===== src/rtl/pipelined_addsub_pkg.sv =====
// Shared types and elaboration helpers for the pipelined adder/subtractor.
package pipelined_addsub_pkg;

    typedef enum logic [1:0] {
        OP_ADD = 2'b00,
        OP_SUB = 2'b01,
        OP_ADC = 2'b10,
        OP_SBB = 2'b11
    } op_t;

    // True when the operand width splits into equal-width slices.
    function automatic bit stages_divide_width(input int width, input int stages);
        return (stages > 0) && ((width % stages) == 0);
    endfunction

endpackage


===== src/rtl/addsub_slice.sv =====
// Combinational W-bit slice of the carry chain. Also exposes the carry into
// the slice MSB so the top slice can form the signed-overflow flag.
module addsub_slice #(
    parameter int W = 8
) (
    input  logic [W-1:0] a,
    input  logic [W-1:0] b,
    input  logic         cin,
    output logic [W-1:0] s,
    output logic         cout,
    output logic         c_msb
);

    if (W == 1) begin : g_bit
        assign c_msb     = cin;
        assign {cout, s} = 2'(a) + 2'(b) + 2'(cin);
    end else begin : g_wide
        logic [W-1:0] low;

        // Lower W-1 bits first; the top bit of this sum is the carry into the MSB.
        assign low            = W'(a[W-2:0]) + W'(b[W-2:0]) + W'(cin);
        assign c_msb          = low[W-1];
        assign s[W-2:0]       = low[W-2:0];
        assign {cout, s[W-1]} = 2'(a[W-1]) + 2'(b[W-1]) + 2'(c_msb);
    end

endmodule


===== src/rtl/pipelined_addsub.sv =====
// N-bit adder/subtractor split into STAGES carry-chained slices. Each stage
// consumes one chunk of the operands and forwards the still-unused upper
// chunks together with the sum chunks produced so far. A single global
// enable (advance) moves or holds the whole pipeline.
module pipelined_addsub
    import pipelined_addsub_pkg::*;
#(
    parameter int N      = 32,
    parameter int STAGES = 4
) (
    input  logic         clk,
    input  logic         reset,
    input  logic         in_valid,
    output logic         in_ready,
    input  logic [1:0]   op,
    input  logic         cin,
    input  logic [N-1:0] a,
    input  logic [N-1:0] b,
    output logic         out_valid,
    input  logic         out_ready,
    output logic [N-1:0] s,
    output logic         cout,
    output logic         ovf,
    output logic         zero
);

    localparam int W = N / STAGES;

    if (!stages_divide_width(N, STAGES)) begin : g_bad_cfg
        $error("pipelined_addsub: STAGES must divide N exactly");
    end

    logic         advance;
    logic [N-1:0] b_adj;
    logic         carry0;

    assign advance  = !out_valid | out_ready;
    assign in_ready = advance;

    // Operand B conditioning and initial carry, chosen by the operation.
    always_comb begin
        b_adj  = b;
        carry0 = 1'b0;
        case (op_t'(op))
            OP_ADD: begin b_adj = b;  carry0 = 1'b0; end
            OP_SUB: begin b_adj = ~b; carry0 = 1'b1; end
            OP_ADC: begin b_adj = b;  carry0 = cin;  end
            OP_SBB: begin b_adj = ~b; carry0 = cin;  end
            default: begin b_adj = b; carry0 = 1'b0; end
        endcase
    end

    // Stage k payload layout: {a_upper, b_upper, sum_lower}. The upper operand
    // fields shrink by W per stage while the sum field grows by W, so every
    // stored bit is consumed downstream.
    for (genvar k = 0; k < STAGES; k++) begin : g_stage
        localparam int LW = (k + 1) * W;
        localparam int HW = N - LW;
        localparam int DW = 2 * HW + LW;

        logic [W-1:0]  sl_a;
        logic [W-1:0]  sl_b;
        logic [W-1:0]  sl_s;
        logic          sl_cin;
        logic          sl_cout;
        logic          valid_in;
        logic [DW-1:0] d_next;

        if (k == 0) begin : g_entry
            assign sl_a     = a[W-1:0];
            assign sl_b     = b_adj[W-1:0];
            assign sl_cin   = carry0;
            assign valid_in = in_valid;
            if (HW > 0) begin : g_fwd
                assign d_next = {a[N-1:W], b_adj[N-1:W], sl_s};
            end else begin : g_end
                assign d_next = sl_s;
            end
        end else begin : g_chain
            localparam int PLW = k * W;
            localparam int PHW = N - PLW;

            logic [PHW-1:0] pa;
            logic [PHW-1:0] pb;
            logic [PLW-1:0] ps;

            assign {pa, pb, ps} = g_stage[k-1].g_hold.data_q;
            assign sl_a         = pa[W-1:0];
            assign sl_b         = pb[W-1:0];
            assign sl_cin       = g_stage[k-1].g_hold.carry_q;
            assign valid_in     = g_stage[k-1].g_hold.valid_q;
            if (HW > 0) begin : g_fwd
                assign d_next = {pa[PHW-1:W], pb[PHW-1:W], sl_s, ps};
            end else begin : g_end
                assign d_next = {sl_s, ps};
            end
        end

        if (k < STAGES - 1) begin : g_hold
            logic          valid_q;
            logic          carry_q;
            logic [DW-1:0] data_q;
            logic          c_msb_unused;

            addsub_slice #(.W(W)) u_slice (
                .a    (sl_a),
                .b    (sl_b),
                .cin  (sl_cin),
                .s    (sl_s),
                .cout (sl_cout),
                .c_msb(c_msb_unused)
            );

            // Intermediate stage: capture chunk sum, carry and remaining operands.
            always_ff @(posedge clk or posedge reset) begin
                if (reset) begin
                    valid_q <= 1'b0;
                    carry_q <= 1'b0;
                    data_q  <= '0;
                end else if (advance) begin
                    valid_q <= valid_in;
                    carry_q <= sl_cout;
                    data_q  <= d_next;
                end
            end
        end else begin : g_out
            logic c_msb;

            addsub_slice #(.W(W)) u_slice (
                .a    (sl_a),
                .b    (sl_b),
                .cin  (sl_cin),
                .s    (sl_s),
                .cout (sl_cout),
                .c_msb(c_msb)
            );

            // Final stage: result and flags, forced to zero for bubbles.
            always_ff @(posedge clk or posedge reset) begin
                if (reset) begin
                    out_valid <= 1'b0;
                    s         <= '0;
                    cout      <= 1'b0;
                    ovf       <= 1'b0;
                    zero      <= 1'b0;
                end else if (advance) begin
                    out_valid <= valid_in;
                    s         <= valid_in ? d_next : '0;
                    cout      <= valid_in & sl_cout;
                    ovf       <= valid_in & (c_msb ^ sl_cout);
                    zero      <= valid_in & (d_next == '0);
                end
            end
        end
    end

endmodule


===== config.mk =====
export PLATFORM = sky130hd
export DESIGN_NAME = pipelined_addsub
export DESIGN_NICKNAME = d
export VERILOG_FILES = /design/src/rtl/pipelined_addsub_pkg.sv /design/src/rtl/addsub_slice.sv /design/src/rtl/pipelined_addsub.sv
export SDC_FILE = /design/constraint.sdc
export NUM_CORES = 1
export LEC_CHECK = 0
export CAP_MARGIN = 20
export CORE_MARGIN = 1.5
export CORE_UTILIZATION = 58
export CTS_BUF_LIST = sky130_fd_sc_hd__clkbuf_8
export DETAILED_ROUTE_END_ITERATION = 8
export GPL_ROUTABILITY_DRIVEN = 0
export GPL_TIMING_DRIVEN = 0
export PLACE_DENSITY = 0.93
export SYNTH_ARGS = -nofsm -noshare
export SYNTH_HDL_FRONTEND = slang
export SYNTH_SLANG_ARGS = --single-unit

===== constraint.sdc =====
create_clock -name clk -period 7.25 [get_ports clk]
set_input_delay 1.45 -clock clk [delete_from_list [all_inputs] [get_ports clk]]
set_output_delay 1.45 -clock clk [all_outputs]
set_load 0.1 [all_outputs]

==> flow_summary.json <==
{
  "status": "complete, no violations",
  "fin_crit_sh": 0.7574,
  "hold_ws_ns": 0.4708,
  "placementRows": 44,
  "totalWireLength_um": 21410,
  "relSlewSlack": 0.3330,
  "synth.most_common_cell": "nand2_1",
  "yosys_most_used_dff": "dfrtp_1",
  "cts_setup_buffers": 0,
  "ctsHoldBuffers": 0,
  "drc": 0,
  "yosysUniqueCellTypes": 46,
  "synth_top_cell_by_area": "dfrtp_1",
  "ant_nets": 0,
  "max_freq_mhz": 182.1,
  "grt_usage": 0.2884,
  "n_fill_cell": 1004,
  "use_met1": 0.3599,
  "finalPower_w": 0.004927,
  "first_pass_iters": 5,
  "report.final.slew_viol_count": 0,
  "drv_cap": 0,
  "final-setup-viol-count": 0,
  "h-tree-depth": 4,
  "finClkSkew_ns": 0.01121,
  "yosys-top-cells-count": "nand2_1 (387), dfrtp_1 (186), o21ai_0 (49), buf_2 (35), nand3_1 (32)",
  "peakVddDrop_v": 0.0001943,
  "async_flop_share": 1.000,
  "grt.busiest_layer": "met2",
  "synthCells": 943,
  "synth-edff-count": 0,
  "critPathArrivalTime_ns": 4.04,
  "final_core_util": 0.7136,
  "finalHoldViolCount": 0,
  "rr_worst_depth": 11,
  "critPathRequiredTime_ns": 5.80,
  "hp-class": "reg2reg",
  "rsz0062_at_grt": "false",
  "critPathCaptureType": "output pin",
  "cts_root_buf": "clkbuf_8",
  "io_buffers": 106,
  "grt_start_max_net_pins": 132,
  "tightest_slew_ns": 0.9974,
  "die_w_um": 125.0,
  "avgSynthCellArea_um2": 9.151,
  "rr_endpoint": "zero",
  "grt_pass1_vias": 7435,
  "synth_area_leaders": "dfrtp_1 (54%), nand2_1 (17%), ha_1 (3.5%), xnor2_1 (2.9%), o21ai_0 (2.8%)",
  "overflow": 0,
  "clkTransAtPathRegs_ns": 0.09,
  "synth_top_area_frac": 0.5394,
  "multiInputGateArea_um2": 3635,
  "ioPinCount": 108,
  "setup.worst_path.start": "out_ready",
  "reg2reg_from": "g_stage[2].g_hold.carry_q",
  "dieArea_um2": 15620,
  "finalNetCount": 1176,
  "ys_seq_elements": 186,
  "met3_usage": 0.05991,
  "cts.sinks": 186,
  "design.core.area_um2": 14530,
  "start_util": 0.5937,
  "critPathLaunchType": "input port",
  "wl_per_cell_um": 16.91,
  "endpoint": "in_ready",
  "met2_usage": 0.4783,
  "cts_buffers": 17,
  "path_class": "in2out",
  "place_hpwl_um": 15300,
  "reg2reg_slack_ns": 3.51,
  "finalNonFillerCells": 1266,
  "cts_resized": 0,
  "leakage_nw": 5.090,
  "min_period_ns": 5.491,
  "dieHeight_um": 125.0,
  "path_max_fanout": 10,
  "dp_cells": 1234,
  "pwr_density_cell_nw_per_um2": 475.0,
  "viasPerCell": 5.651,
  "regArea_um2": 4654,
  "clockBufferDepth": 2,
  "synth_area_um2": 8630,
  "grt_pass1_wl_um": 35820,
  "drive_gt1_frac": 0.06839,
  "clock_latency_ns": 0.45,
  "synth_fp_nets": 1050,
  "vias": 7154,
  "drt-initial-drc-count": 763,
  "antenna_found_initial": 0,
  "diodes": 0,
  "syn_to_final_growth_pct": 20.18,
  "cts_tree": "done",
  "synth_seq_area_share": 0.5394,
  "yosys_warnings": 0
}
-- per-layer routing --
layer	routed length (um)	part of all wire
met5	0	0
met4	943	0.044
met3	1676	0.078
met2	10430	0.49
met1	8363	0.39
-- worst min-delay path by stage --
| stage | from | endpoint | depth (start not counted) |
|---|---|---|---|
| final | s[12] | s[12] | 2 |
| after global placement | s[0] | s[0] | 2 |
| after CTS | g_stage[0].g_hold.data_q[7] | g_stage[0].g_hold.data_q[7] | 2 |
| after global routing | g_stage[0].g_hold.data_q[7] | g_stage[0].g_hold.data_q[7] | 2 |
| after floorplan | g_stage[0].g_hold.data_q[0] | g_stage[0].g_hold.data_q[0] | 2 |
| after detailed placement | g_stage[0].g_hold.data_q[7] | g_stage[0].g_hold.data_q[7] | 2 |
-- cell type report --
| type | count | area share |
|---|---|---|
| plain buffers | 50 | 0.02232 |
| flip-flops and latches | 186 | 0.4488 |
| repair buffers | 107 | 0.1050 |
| clock inverters | 13 | 0.01484 |
| well taps | 184 | 0.02220 |
| inverters | 29 | 0.01122 |
| multi-input cells | 678 | 0.3505 |
| clock buffers | 19 | 0.02521 |
-- per-stage QoR --
step | setup WS, ns | setup TNS [ns] | instance area, um2
floorplan | 0.7429 | 0 | 8630
global placement | -1.319 | -243.29 | 9921
detailed placement | 1.814 | 0 | 9956
CTS | 1.790 | 0 | 10370
global route | 1.642 | 0 | 10370
finish | 1.759 | 0 | 10370
-- kinds of logic after synthesis --
| group | Yosys count | share of synthesized area |
|---|---|---|
| compound gates | 96 | 0.06902 |
| mux | 4 | 0.004785 |
| simple gates | 500 | 0.2421 |
| fa+ha+maj | 36 | 0.06264 |
| buf+inv | 79 | 0.03944 |
| flops | 186 | 0.5394 |
| xor+xnor | 42 | 0.04263 |
-- layout by cell type, fill, tap and decap left out, drive strengths merged, types with 2 or more instances in the layout --
cell type and instances:
nand4 2, a211oi 4, bufinv 3, nor4 6, inv 34, nor3b 10, o21bai 2, nand3b 5
a22o 2, nand2 387, nor2b 6, xnor2 29, fa 12, a21o 4, nor4b 2, clkbuf 32
mux2i 3, nor3 13, a211o 2, nor2 20, a221oi 3, clkinv 2, a2111oi 2, a21oi 20
o31ai 4, and3 5, o21ai 51, xor2 13, or3 7, nand3 32, dfrtp 186, nand2b 2
ha 24, clkinvlp 3, buf 38, clkdlybuf4s50 106
-- power breakdown --
group | internal [W] | switching [W] | total (W)
sequential | 0.00148 | 0.000299 | 0.00178
combinational | 0.000781 | 0.00165 | 0.00243
clock | 0.000357 | 0.000356 | 0.000713
-- worst max-delay path, stage by stage --
cell	delay, ns
clkdlybuf4s50_1	0.50
nor2b_4	0.06
inv_1	0.20
clkbuf_1	0.32
buf_2	0.31
clkdlybuf4s50_1	1.19
-- registers in the layout, summed over array words and instances (netlist names) --
signal / cells
out_valid: 1
cout: 1
g_stage.g_hold.valid_q: 3
zero: 1
s: 32
g_stage.g_hold.data_q: 144
g_stage.g_hold.carry_q: 3
ovf: 1
(Power assumes the default switching activity.)
